===== src/rtl/parity_frame_tx.sv =====
// -----------------------------------------------------------------------------
// parity_frame_tx
//   Serialises a byte and its supplied parity bit as an 11-bit frame:
//   start(0), data[0..7] LSB first, parity, stop(1). Each frame bit is held
//   on tx for CLKS_PER_BIT clocks. The supplied even/odd parity inputs are
//   also cross-checked against the byte at accept time and the result is
//   reported on chk_err. The parity bit is sent exactly as supplied, even
//   when the cross-check fails.
//
// Parameters
//   CLKS_PER_BIT : clocks per frame bit (>= 1)
//   PARITY_ODD   : 0 sends even_parity, 1 sends odd_parity
//
// Ports
//   clk          in   system clock, rising edge
//   rst_n        in   asynchronous active-low reset
//   load         in   request a frame (honoured only while idle)
//   data_in[7:0] in   byte to send
//   even_parity  in   even parity bit from the parity stage
//   odd_parity   in   odd parity bit from the parity stage
//   tx           out  serial line, idles high
//   busy         out  frame in progress
//   done         out  one-cycle pulse when the stop bit completes
//   chk_err      out  supplied parity disagreed with data_in at last accept
// -----------------------------------------------------------------------------
module parity_frame_tx #(
    parameter int CLKS_PER_BIT = 4,
    parameter bit PARITY_ODD   = 1'b0
) (
    input  logic       clk,
    input  logic       rst_n,
    input  logic       load,
    input  logic [7:0] data_in,
    input  logic       even_parity,
    input  logic       odd_parity,
    output logic       tx,
    output logic       busy,
    output logic       done,
    output logic       chk_err
);

    // Clock counter is at least one bit wide so CLKS_PER_BIT=1 still elaborates.
    localparam int CW = (CLKS_PER_BIT > 1) ? $clog2(CLKS_PER_BIT) : 1;
    localparam logic [CW-1:0] C_LAST = CW'(CLKS_PER_BIT - 1);

    typedef enum logic [2:0] {
        S_IDLE   = 3'd0,
        S_START  = 3'd1,
        S_DATA   = 3'd2,
        S_PARITY = 3'd3,
        S_STOP   = 3'd4
    } state_t;

    // True when either supplied parity bit disagrees with the byte.
    function automatic logic parity_mismatch(input logic [7:0] d,
                                             input logic       ev,
                                             input logic       od);
        return (ev != (^d)) || (od != (~^d));
    endfunction

    state_t          r_state;
    logic [CW-1:0]   r_clk_cnt;
    logic [2:0]      r_bit_idx;
    logic [7:0]      r_data;
    logic            r_par;
    logic            r_tx;
    logic            r_busy;
    logic            r_done;
    logic            r_chk_err;

    logic            w_bit_end;
    logic            w_sel_par;
    logic [2:0]      w_next_idx;

    assign w_bit_end  = (r_clk_cnt == C_LAST);
    assign w_sel_par  = PARITY_ODD ? odd_parity : even_parity;
    assign w_next_idx = r_bit_idx + 3'd1;

    // Frame sequencer: state, counters, latched frame contents and all outputs.
    always_ff @(posedge clk or negedge rst_n) begin
        if (!rst_n) begin
            r_state   <= S_IDLE;
            r_clk_cnt <= {CW{1'b0}};
            r_bit_idx <= 3'd0;
            r_data    <= 8'd0;
            r_par     <= 1'b0;
            r_tx      <= 1'b1;
            r_busy    <= 1'b0;
            r_done    <= 1'b0;
            r_chk_err <= 1'b0;
        end else begin
            // done is a single-cycle pulse; only the end of STOP raises it.
            r_done <= 1'b0;
            case (r_state)
                S_IDLE: begin
                    r_clk_cnt <= {CW{1'b0}};
                    r_bit_idx <= 3'd0;
                    if (load) begin
                        r_data    <= data_in;
                        r_par     <= w_sel_par;
                        r_chk_err <= parity_mismatch(data_in, even_parity, odd_parity);
                        r_state   <= S_START;
                        r_tx      <= 1'b0;
                        r_busy    <= 1'b1;
                    end else begin
                        r_tx   <= 1'b1;
                        r_busy <= 1'b0;
                    end
                end
                S_START: begin
                    if (w_bit_end) begin
                        r_state   <= S_DATA;
                        r_clk_cnt <= {CW{1'b0}};
                        r_bit_idx <= 3'd0;
                        r_tx      <= r_data[0];
                    end else begin
                        r_clk_cnt <= r_clk_cnt + CW'(1);
                    end
                end
                S_DATA: begin
                    if (w_bit_end) begin
                        r_clk_cnt <= {CW{1'b0}};
                        if (r_bit_idx == 3'd7) begin
                            r_state   <= S_PARITY;
                            r_bit_idx <= 3'd0;
                            r_tx      <= r_par;
                        end else begin
                            r_bit_idx <= w_next_idx;
                            r_tx      <= r_data[w_next_idx];
                        end
                    end else begin
                        r_clk_cnt <= r_clk_cnt + CW'(1);
                    end
                end
                S_PARITY: begin
                    if (w_bit_end) begin
                        r_state   <= S_STOP;
                        r_clk_cnt <= {CW{1'b0}};
                        r_tx      <= 1'b1;
                    end else begin
                        r_clk_cnt <= r_clk_cnt + CW'(1);
                    end
                end
                S_STOP: begin
                    if (w_bit_end) begin
                        r_state   <= S_IDLE;
                        r_clk_cnt <= {CW{1'b0}};
                        r_tx      <= 1'b1;
                        r_busy    <= 1'b0;
                        r_done    <= 1'b1;
                    end else begin
                        r_clk_cnt <= r_clk_cnt + CW'(1);
                    end
                end
                default: begin
                    r_state   <= S_IDLE;
                    r_clk_cnt <= {CW{1'b0}};
                    r_bit_idx <= 3'd0;
                    r_tx      <= 1'b1;
                    r_busy    <= 1'b0;
                end
            endcase
        end
    end

    assign tx      = r_tx;
    assign busy    = r_busy;
    assign done    = r_done;
    assign chk_err = r_chk_err;

endmodule

===== config.mk =====
export PLATFORM = sky130hd
export DESIGN_NAME = parity_frame_tx
export DESIGN_NICKNAME = d
export VERILOG_FILES = /design/src/rtl/parity_frame_tx.sv
export SDC_FILE = /design/constraint.sdc
export NUM_CORES = 1
export LEC_CHECK = 0
export ABC_AREA = 1
export CORE_ASPECT_RATIO = 2
export CORE_MARGIN = 3
export CORE_UTILIZATION = 35
export CTS_CLUSTER_SIZE = 8
export DETAILED_ROUTE_END_ITERATION = 7
export SYNTH_ARGS = -nofsm -noshare
export SYNTH_HDL_FRONTEND = slang
export SYNTH_SLANG_ARGS = --single-unit
export TNS_END_PERCENT = 50

===== constraint.sdc =====
create_clock -name clk -period 3.6 [get_ports clk]
set_input_delay 0.72 -clock clk [delete_from_list [all_inputs] [get_ports clk]]
set_output_delay 0.72 -clock clk [all_outputs]
set_load 0.02 [all_outputs]

== Word-level counts from Yosys, hierarchy flattened ==
Cells that the tools add are included.
Operators by class
  shifts and indexed selects: 0
  reductions and logical operators: 12
  muxes and demuxes: 25
  order comparisons: 1
  divide/modulo/power cells: 0
  $add $sub $neg: 2
  bitwise gates (word level): 2
  $mul: 0
  equality and inequality tests: 15
Operators by type and width (count)
  $mux 3: 8
  $pmux 3 s5: 1
  $ne 2x2->1 const B: 6
  $mux 1: 10
  $pmux 3 s3: 1
  $reduce_xnor 8->1: 1
  $reduce_xor 8->1: 1
  $eq 3x2->1 const B: 2
  $eq 3x3->1 const B: 2
  $reduce_and 3->1: 2
  $reduce_and 6->1: 1
  $lt 3x4->1 const B: 1
  $mux 2: 2
  $pmux 1 s4: 1
  $reduce_and 2->1: 2
  $reduce_or 4->1: 1
  $add 3x1->3 const B: 1
  $bmux 1 s3: 1
  $eq 3x1->1 const B: 1
  $logic_not 3->1: 1
  $pmux 1 s3: 1
  $reduce_or 3->1: 1
  $add 2x1->2 const B: 1
  $eq 2x2->1 const B: 1
  other kinds (5): 7
Storage, ports and cells
  word-level logic and storage cells: 66
  bits in latches: 0
  output and inout port bits: 4
  register bits after elaboration: 21
  RAM bits: 0
  memories: 0
  bits in read-only memories: 0

== Longest topological paths before layout ==
Gate-level depths: netlist (run 1).
  word-level depth: 6
  mapped depth: 10
  mapped depth without buffers: 10

== Worst setup path before layout (run 1) ==
No wires, ideal clock.
  path kind: input-to-reg
  from: input port data_in[0]
  to: register r_chk_err, in the netlist chk_err
  cell stages on the path: 10
  library setup time: 0.117 ns
  setup slack: 2.223 ns
  arrival time: 1.260 ns
  buffers on the path: 0
  cells stage by stage: nand2_1 inv_1 nor2_1 nand2_1 nand2_1 nand2_1 nand2_1 nand2_1 nand3_1 nand2_1
Between the ends
  cells in the longest elaborated chain, start to end: 3
  elaborated cells on any way between the ends: 5
  those cells by class: eq/ne: 2; reduce/logical: 3
RTL lines
  start, declared: RTL line 33  | input logic [7:0] data_in,
  $reduce_xor 8->1 or $reduce_xnor 8->1 (tied branches): RTL line 58  | return (ev != (^d)) || (od != (~^d));
  $ne 1x1->1: RTL line 58
  $logic_or 1x1->1 *: RTL line 58
  end signal, assigned: RTL line 101  | r_chk_err <= parity_mismatch(data_in, even_parity, odd_parity);
  end, declared: RTL line 69  | logic r_chk_err;
Every way passes the cells marked *; elsewhere a longest branch is shown, timed or not.
A chain may end at the register's enable or synchronous reset.

== Worst setup path after layout (run 1) ==
  from: register r_tx, in the netlist tx
  to: output port tx
RTL lines
  start, declared: RTL line 66  | logic r_tx;
  start signal, assigned: RTL line 115  | r_tx <= r_data[0];
  start signal, assigned: RTL line 126  | r_tx <= r_par;
  start signal, assigned: RTL line 129  | r_tx <= r_data[w_next_idx];
  end, declared: RTL line 36  | output logic tx,
No word-level cell between the ends.

==> impl_metrics.ini, run 1 <==
[place]
dp_hpwl_mm = 2.08
place_ws_ns = 1.60
numPortBuffers = 16
gp_congestion = 0.812
dpl-instance-area_mm2 = 0.00148

[floorplanning]
start_util = 0.367
die_width_um = 48.6
io_pins = 17
die-area_mm2 = 0.00442
rows = 30
die-height_um = 91.1
core_mm2 = 0.00345

[timing]
rsz0062_at_grt = no
worstMarginPinSlew_ns = 0.930
hold_viol = 0
clock_skew_ns = 0.00478
setup_violations = 0
min_period_ns = 2.11
setup_ws_ns = 1.49
slew_headroom = 0.378
setup_tns_ns = 0
max_freq_ghz = 0.474
drv_slew = 0
timing.final.crit_share = 0.586

[power]
ir_drop_v = 0.000325
leakage_nw = 0.795
p_per_area_mw_per_mm2 = 763
finalPower_mw = 1.16

[yosys]
synth_area_mm2 = 0.00127
async_flop_share = 1.00
synth_edf_count = 0
synth_area_leaders = dfrtp_1, nand2_1, inv_1
ys_seq_elements = 21
ys_seq_area_frac = 0.416
synthCells = 170
synth_area_leader_cell = dfrtp_1
synth_warnings = 0
synth_area_per_cell_um2 = 7.46
synth.distinct_cells = 21
yosys_most_used_dff = dfrtp_1
synth_top_area_share = 0.395
syn-num-nets = 186

[setup_path]
cp_slowest_cell = clkdlybuf4s50_1
r2r_cells = 6
worst_setup_path_end_kind = output port
cp.required_ns = 2.88
worstPathArrival_ns = 1.39
path_max_fanout = 2
cp.buffers_inverters = 1
path_cells = clkdlybuf4s50_1
critPathLaunchType = flop
ff2ff_setup_slack_ns = 2.15
path_class = flop to output port
crit_family = buffers and inverters
crit_path_max_incr_delay_ns = 0.59
path_depth = 1

[routing]
vias = 1093
drt_pre_antenna_iters = 4
ant_nets = 0
drt_iter0_markers = 23
drt-total-wl_mm = 2.56
routed_via_density = 4.61
routedWlPerCell_um = 10.8
drc = 0

[clock_network]
path_clk_slew_ns = 0.08
cts_sinks = 21
clk_path_buf_depth = 2
cts_hold_buf = 0
cts-root-buf = clkbuf_8
cts_tree = yes
post_cts_buffers = 0
cts_resized = 0
h-tree-depth = 1
worstSkewPairLatency_ns = 0.27
cts_buffers = 3

[global_route]
antenna_found_initial = 0
grt_max_degree = 22
grt_pass1_wl_mm = 4.40
grt_pass1_vias = 1099
gr-usage-met1 = 0.113
grt_remaining_overflow = 0
grt.met3_usage = 0.0230
grt_use_met2 = 0.255
grt_usage = 0.129
busiest_layer = met2

[job]
drv_cap = 0

[cells_and_area]
area_delta_synth_final_pct = 20.0
utilization = 0.441
fill_cells = 355
final_area_mm2 = 0.00152
final_cell_mix = nand2_1, inv_1, dfrtp_1, clkdlybuf4s50_1, nand3_1
nets = 206
layout.cells.most_common = nand2_1
drive_gt1_frac = 0.122
num_antenna_cells = 0

[run_status]
status = finished clean

[min_path]
hold_class = flop to flop
whs_path_depth = 2
-- sequential cells by signal (all words and copies together) (netlist names) --
name       cells
chk_err        1
r_clk_cnt      2
done           1
r_state        3
r_par          1
busy           1
r_bit_idx      3
tx             1
r_data         8
-- layer usage --
| layer | wire [µm] | vias up |
|---|---|---|
| met1 | 951 | 496 |
| li1 | - | 570 |
| met4 | 98 | 0 |
| met2 | 1420 | 20 |
| met3 | 88 | 7 |
| met5 | 0 | - |
-- synth_stat cells (2+ instances only) --
cell type  instances
nand2_1           66
inv_2              2
nand3_1           15
nor2_4             4
nand2_4            2
nand2_2            2
ha_1               3
nor2_1            10
dfrtp_1           20
inv_1             20
o21ai_2            7
o21ai_0            7
a21oi_1            4
-- tightest hold or removal path: stages, from the launching register on --
cell	delay (ns)
dfrtp_1	0.35
nand2_1	0.06
nand2_1	0.05
-- through the flow --
stage / std cells / hold slack (ns)
2_1_floorplan: 170 / 0.424
3_3_place_gp: 233 / 0.463
3_5_place_dp: 233 / 0.467
4_1_cts: 237 / 0.488
5_1_grt: 237 / 0.506
6_report: 237 / 0.479
-- cells by family after synthesis --
logic type	synth area share
simple gates	0.379
buf+inv	0.0740
flops	0.416
compound gates	0.102
fa+ha+maj	0.0296
-- final timing paths --
kind,to,startpoint
max in group asynchronous,r_bit_idx[1],rst_n
max,tx,tx
min,busy,busy
max reg2reg,tx,r_bit_idx[0]
min reg2reg,busy,busy
min in group asynchronous,r_par,rst_n
-- power by group --
group	switching (mW)	internal (mW)
clock	0.0780	0.0790
combinational	0.360	0.224
sequential	0.0791	0.340
-- final cells by class --
class / instances / area [µm²] / area share
multi-input combinational: 126 / 647 / 0.425
sequential: 21 / 527 / 0.346
clock buffer: 4 / 45.0 / 0.0296
tap: 48 / 60.1 / 0.0395
timing repair buffer: 16 / 160 / 0.105
inverter: 22 / 82.6 / 0.0543
Note: power is estimated with default switching activity, not from simulation.
==> run 2, diff against run 1 <==
==> constraint.sdc (replaced) <==
create_clock -name clk -period 1.9 [get_ports clk]
set_input_delay 0.38 -clock clk [delete_from_list [all_inputs] [get_ports clk]]
set_output_delay 0.38 -clock clk [all_outputs]
set_load 0.02 [all_outputs]
==> impl_metrics.ini, run 2 (synthesis gave the netlist of run 1 again) <==
[run_status]
status = finished clean

[timing]
drv_slew = 0
rsz0062_at_grt = no
setup_violations = 0
timing.final.crit_share = 0.931
worstMarginPinSlew_ns = 0.318
setup_ws_ns = 0.131
setup_tns_ns = 0
min_period_ns = 1.77
clock_skew_ns = 0.00545
slew_headroom = 0.788
hold_viol = 0
max_freq_ghz = 0.565

[power]
combinationalPowerShare = 0.504
p_per_area_mw_per_mm2 = 1430
finalPower_mw = 2.19
p_sw_frac = 0.443
ir_drop_v = 0.000478
switching_power_uw = 970
p_int_mw = 1.22
power_frac_clock = 0.131
seqPwrFrac = 0.364
leakage_nw = 0.800

[routing]
routedWlPerCell_um = 10.4
vias = 1100
drt_iter0_markers = 29
ant_nets = 0
routed_via_density = 4.62
drt-total-wl_mm = 2.48
drt_pre_antenna_iters = 2
drc = 0

[clock_network]
cts_hold_buf = 0
cts_resized = 0
cts-root-buf = clkbuf_8
cts_buffers = 3
post_cts_buffers = 0
cts_sinks = 21
clk_path_buf_depth = 2
h-tree-depth = 1
cts_tree = yes
path_clk_slew_ns = 0.07
worstSkewPairLatency_ns = 0.26

[cells_and_area]
num_antenna_cells = 0
largest_reg_flops = 8
area_delta_synth_final_pct = 20.6
layout.cells.most_common = nand2_1
final_cell_mix = nand2_1, inv_1, dfrtp_1, clkdlybuf4s50_1, nand3_1
top_register = r_data
utilization = 0.443
nets = 207
drive_gt1_frac = 0.126
reg_top3 = r_data: 8 flops, r_bit_idx: 3 flops, r_state: 3 flops
instances_no_fill = 238

[global_route]
grt_remaining_overflow = 0
grt_usage = 0.126
grt_pass1_vias = 1074
antenna_found_initial = 0
grt_pass1_wl_mm = 4.33
grt_max_degree = 22

[floorplanning]
die-area_mm2 = 0.00442
core_mm2 = 0.00345
die_width_um = 48.6
io_pins = 17
start_util = 0.367
die-height_um = 91.1
rows = 30

[place]
gp_congestion = 0.795
dp_hpwl_mm = 2.04
placed_cells = 234
place_ws_ns = 0.250
numPortBuffers = 16

[setup_path]
worst_setup_path_end_kind = output port
worstPathArrival_ns = 1.39
r2r_start = r_bit_idx[0]
crit_family = buffers and inverters
cp_slowest_cell = clkdlybuf4s50_1
cp.buffers_inverters = 1
crit_path_max_incr_delay_ns = 0.60
path_cells = clkdlybuf4s50_1
path_class = flop to output port
critPathLaunchType = flop
cp.required_ns = 1.52
path_max_fanout = 2
critPathLaunch = tx

[job]
drv_cap = 0

[min_path]
hold_class = primary input to asynchronous set/reset pin
-- run 2: per-stage QoR --
step	hold slack [ns]	instance area (µm²)
after global placement	0.463	1480
after global routing	0.494	1530
final	0.462	1530
after floorplan	0.0844	1270
after detailed placement	0.464	1480
after CTS	0.472	1530
-- run 2: cell type report --
cell class                 instances  area [µm²]
tap                               48        60.1
fill                             365        1920
sequential                        21         527
timing repair buffer              17         168
multi-input combinational        126         647
inverter                          22        82.6
clock buffer                       4        45.0
-- run 2: path summary, 6_finish.rpt --
check | slack [ns] | depth (start not counted) | to
min | 0.46 | 2 | r_state[2]
min in group clk | 0.47 | 2 | busy
max | 0.13 | 1 | tx
min reg2reg | 0.47 | 2 | busy
max reg2reg | 0.47 | 6 | tx
max in group asynchronous | 1.17 | 2 | tx
-- run 2: routing by layer --
metal | routed length, µm | global-route usage
met5 | 0 | 0
met4 | 57 | 0.0784
met3 | 73 | 0.0181
met2 | 1440 | 0.253
met1 | 905 | 0.111
-- run 2: power by group through the flow --
stage	Clock, mW	Combinational, mW	Sequential (mW)
floorplan	0	0.831	0.809
global placement	0	1.10	0.798
detailed placement	0	1.12	0.807
CTS	0.301	1.13	0.800
global route	0.316	1.25	0.821
finish	0.288	1.10	0.798
==> run 3, diff against run 2 <==
--- a/config.mk
+++ b/config.mk
@@ -11,6 +11,7 @@
 export CORE_UTILIZATION = 35
 export CTS_CLUSTER_SIZE = 8
 export DETAILED_ROUTE_END_ITERATION = 7
+export SETUP_SLACK_MARGIN = 0.5
 export SYNTH_ARGS = -nofsm -noshare
 export SYNTH_HDL_FRONTEND = slang
 export SYNTH_SLANG_ARGS = --single-unit
==> impl_metrics.ini, run 3 (synthesis gave the netlist of run 1 again) <==
[cells_and_area]
reg_top3 = r_data: 8 flops, r_bit_idx: 3 flops, r_state: 3 flops
largest_reg_flops = 8
num_antenna_cells = 0
final_cell_mix = nand2_1, dfrtp_1, inv_1, nand3_1, dlymetal6s2s_1
top_register = r_data
drive_gt1_frac = 0.168
instances_no_fill = 239
nets = 208
area_delta_synth_final_pct = 24.2
final_area_mm2 = 0.00157
layout.cells.most_common = nand2_1

[global_route]
grt_pass1_wl_mm = 4.33
grt_max_degree = 22
grt_usage = 0.126
grt_pass1_vias = 1074
grt_remaining_overflow = 0
antenna_found_initial = 0

[clock_network]
cts_sinks = 21
cts_buffers = 3
cts-root-buf = clkbuf_8
cts_hold_buf = 0
h-tree-depth = 1
clk_path_buf_depth = 2
path_clk_slew_ns = 0.07
cts_tree = yes
worstSkewPairLatency_ns = 0.26

[routing]
drt-total-wl_mm = 2.51
routedWlPerCell_um = 10.5
ant_nets = 0
vias = 1100
drt_pre_antenna_iters = 4
drt_iter0_markers = 18
routed_via_density = 4.60
drc = 0

[floorplanning]
core_mm2 = 0.00345
die_width_um = 48.6
rows = 30
io_pins = 17
die-area_mm2 = 0.00442
die-height_um = 91.1
start_util = 0.367

[min_path]
hold_class = primary input to flop
hold_start = data_in[6]
min_to = r_data[6]
whs_path_depth = 3

[setup_path]
worstPathArrival_ns = 0.99
r2r_start = r_state[0]
cp.buffers_inverters = 1
path_max_fanout = 2
cp.required_ns = 1.52
r2r_cells = 7
ff2ff_setup_slack_ns = 0.59
path_cells = dlygate4sd2_1
critPathLaunchType = flop
crit_family = flip-flops
r2r-end = tx
cp_slowest_cell = dfrtp_1
crit_path_max_incr_delay_ns = 0.40
worst_setup_path_end_kind = output port
path_class = flop to output port

[place]
placed_cells = 234
place_ws_ns = 0.250
numPortBuffers = 16
dpl-instance-area_mm2 = 0.00148
gp_congestion = 0.795
dp_hpwl_mm = 2.04

[power]
leakage_nw = 0.904
p_int_mw = 1.22
switching_power_uw = 982
power_frac_clock = 0.132
p_per_area_mw_per_mm2 = 1400
ir_drop_v = 0.000475
seqPwrFrac = 0.361
combinationalPowerShare = 0.507
p_sw_frac = 0.446

[timing]
setup_ws_ns = 0.532
worstMarginPinSlew_ns = 0.284
max_freq_ghz = 0.731
timing.final.crit_share = 0.720
min_period_ns = 1.37
clock_skew_ns = 0.00527
setup_tns_ns = 0
setup_violations = 0
hold_viol = 0
drv_slew = 0
slew_headroom = 0.811
rsz0062_at_grt = yes

[job]
drv_cap = 0

[run_status]
status = finished clean
## run 3: power groups by stage
stage	combinational, mW	sequential (mW)	clock, mW
6_report	1.12	0.796	0.290
4_1_cts	1.11	0.799	0.301
5_1_grt	1.26	0.819	0.316
3_3_place_gp	1.10	0.798	0
2_1_floorplan	0.831	0.809	0
3_5_place_dp	1.12	0.807	0
## run 3: worst max-delay path by stage
stage	from	to	slack, ns	cells past startpoint
after floorplan	r_bit_idx[0]	tx	0.61	6
after global placement	data_in[2]	chk_err	0.30	10
after detailed placement	data_in[0]	chk_err	0.25	11
after CTS	busy	busy	0.30	1
after global routing	chk_err	chk_err	0.50	1
final	chk_err	chk_err	0.53	1
## run 3: tightest hold or removal path: cells and delay by family
kind	cells	cell delay (ns)
compound gates	1	0.07
buf+inv	1	0.14
simple gates	1	0.07
## run 3: what timing repair did
item                       CTS  global route
setup endpoints to repair    5            15
buffers inserted             0             1
resized for setup            2            20
## run 3: routing by layer
layer,track usage,vias to the layer above,wire [µm]
met5,0,-,0
met3,0.0181,5,77
li1,-,575,-
met4,0.0784,0,65
met1,0.111,502,932
met2,0.253,18,1440
## run 3: area by class of cell
cell class	instances	area, µm²
clock buffer	4	45.0
inverter	22	85.1
multi-input combinational	126	662
timing repair buffer	18	194
fill	360	1880
sequential	21	528
tap	48	60.1
## run 3: stage by stage
stage                     utilization  hold slack, ns  total power [mW]
after detailed placement        0.430           0.464              1.93
final                           0.456           0.435              2.20
after global routing            0.456           0.445              2.40
after floorplan                     -          0.0844              1.64
after global placement          0.430           0.463              1.90
after CTS                       0.442           0.472              2.21
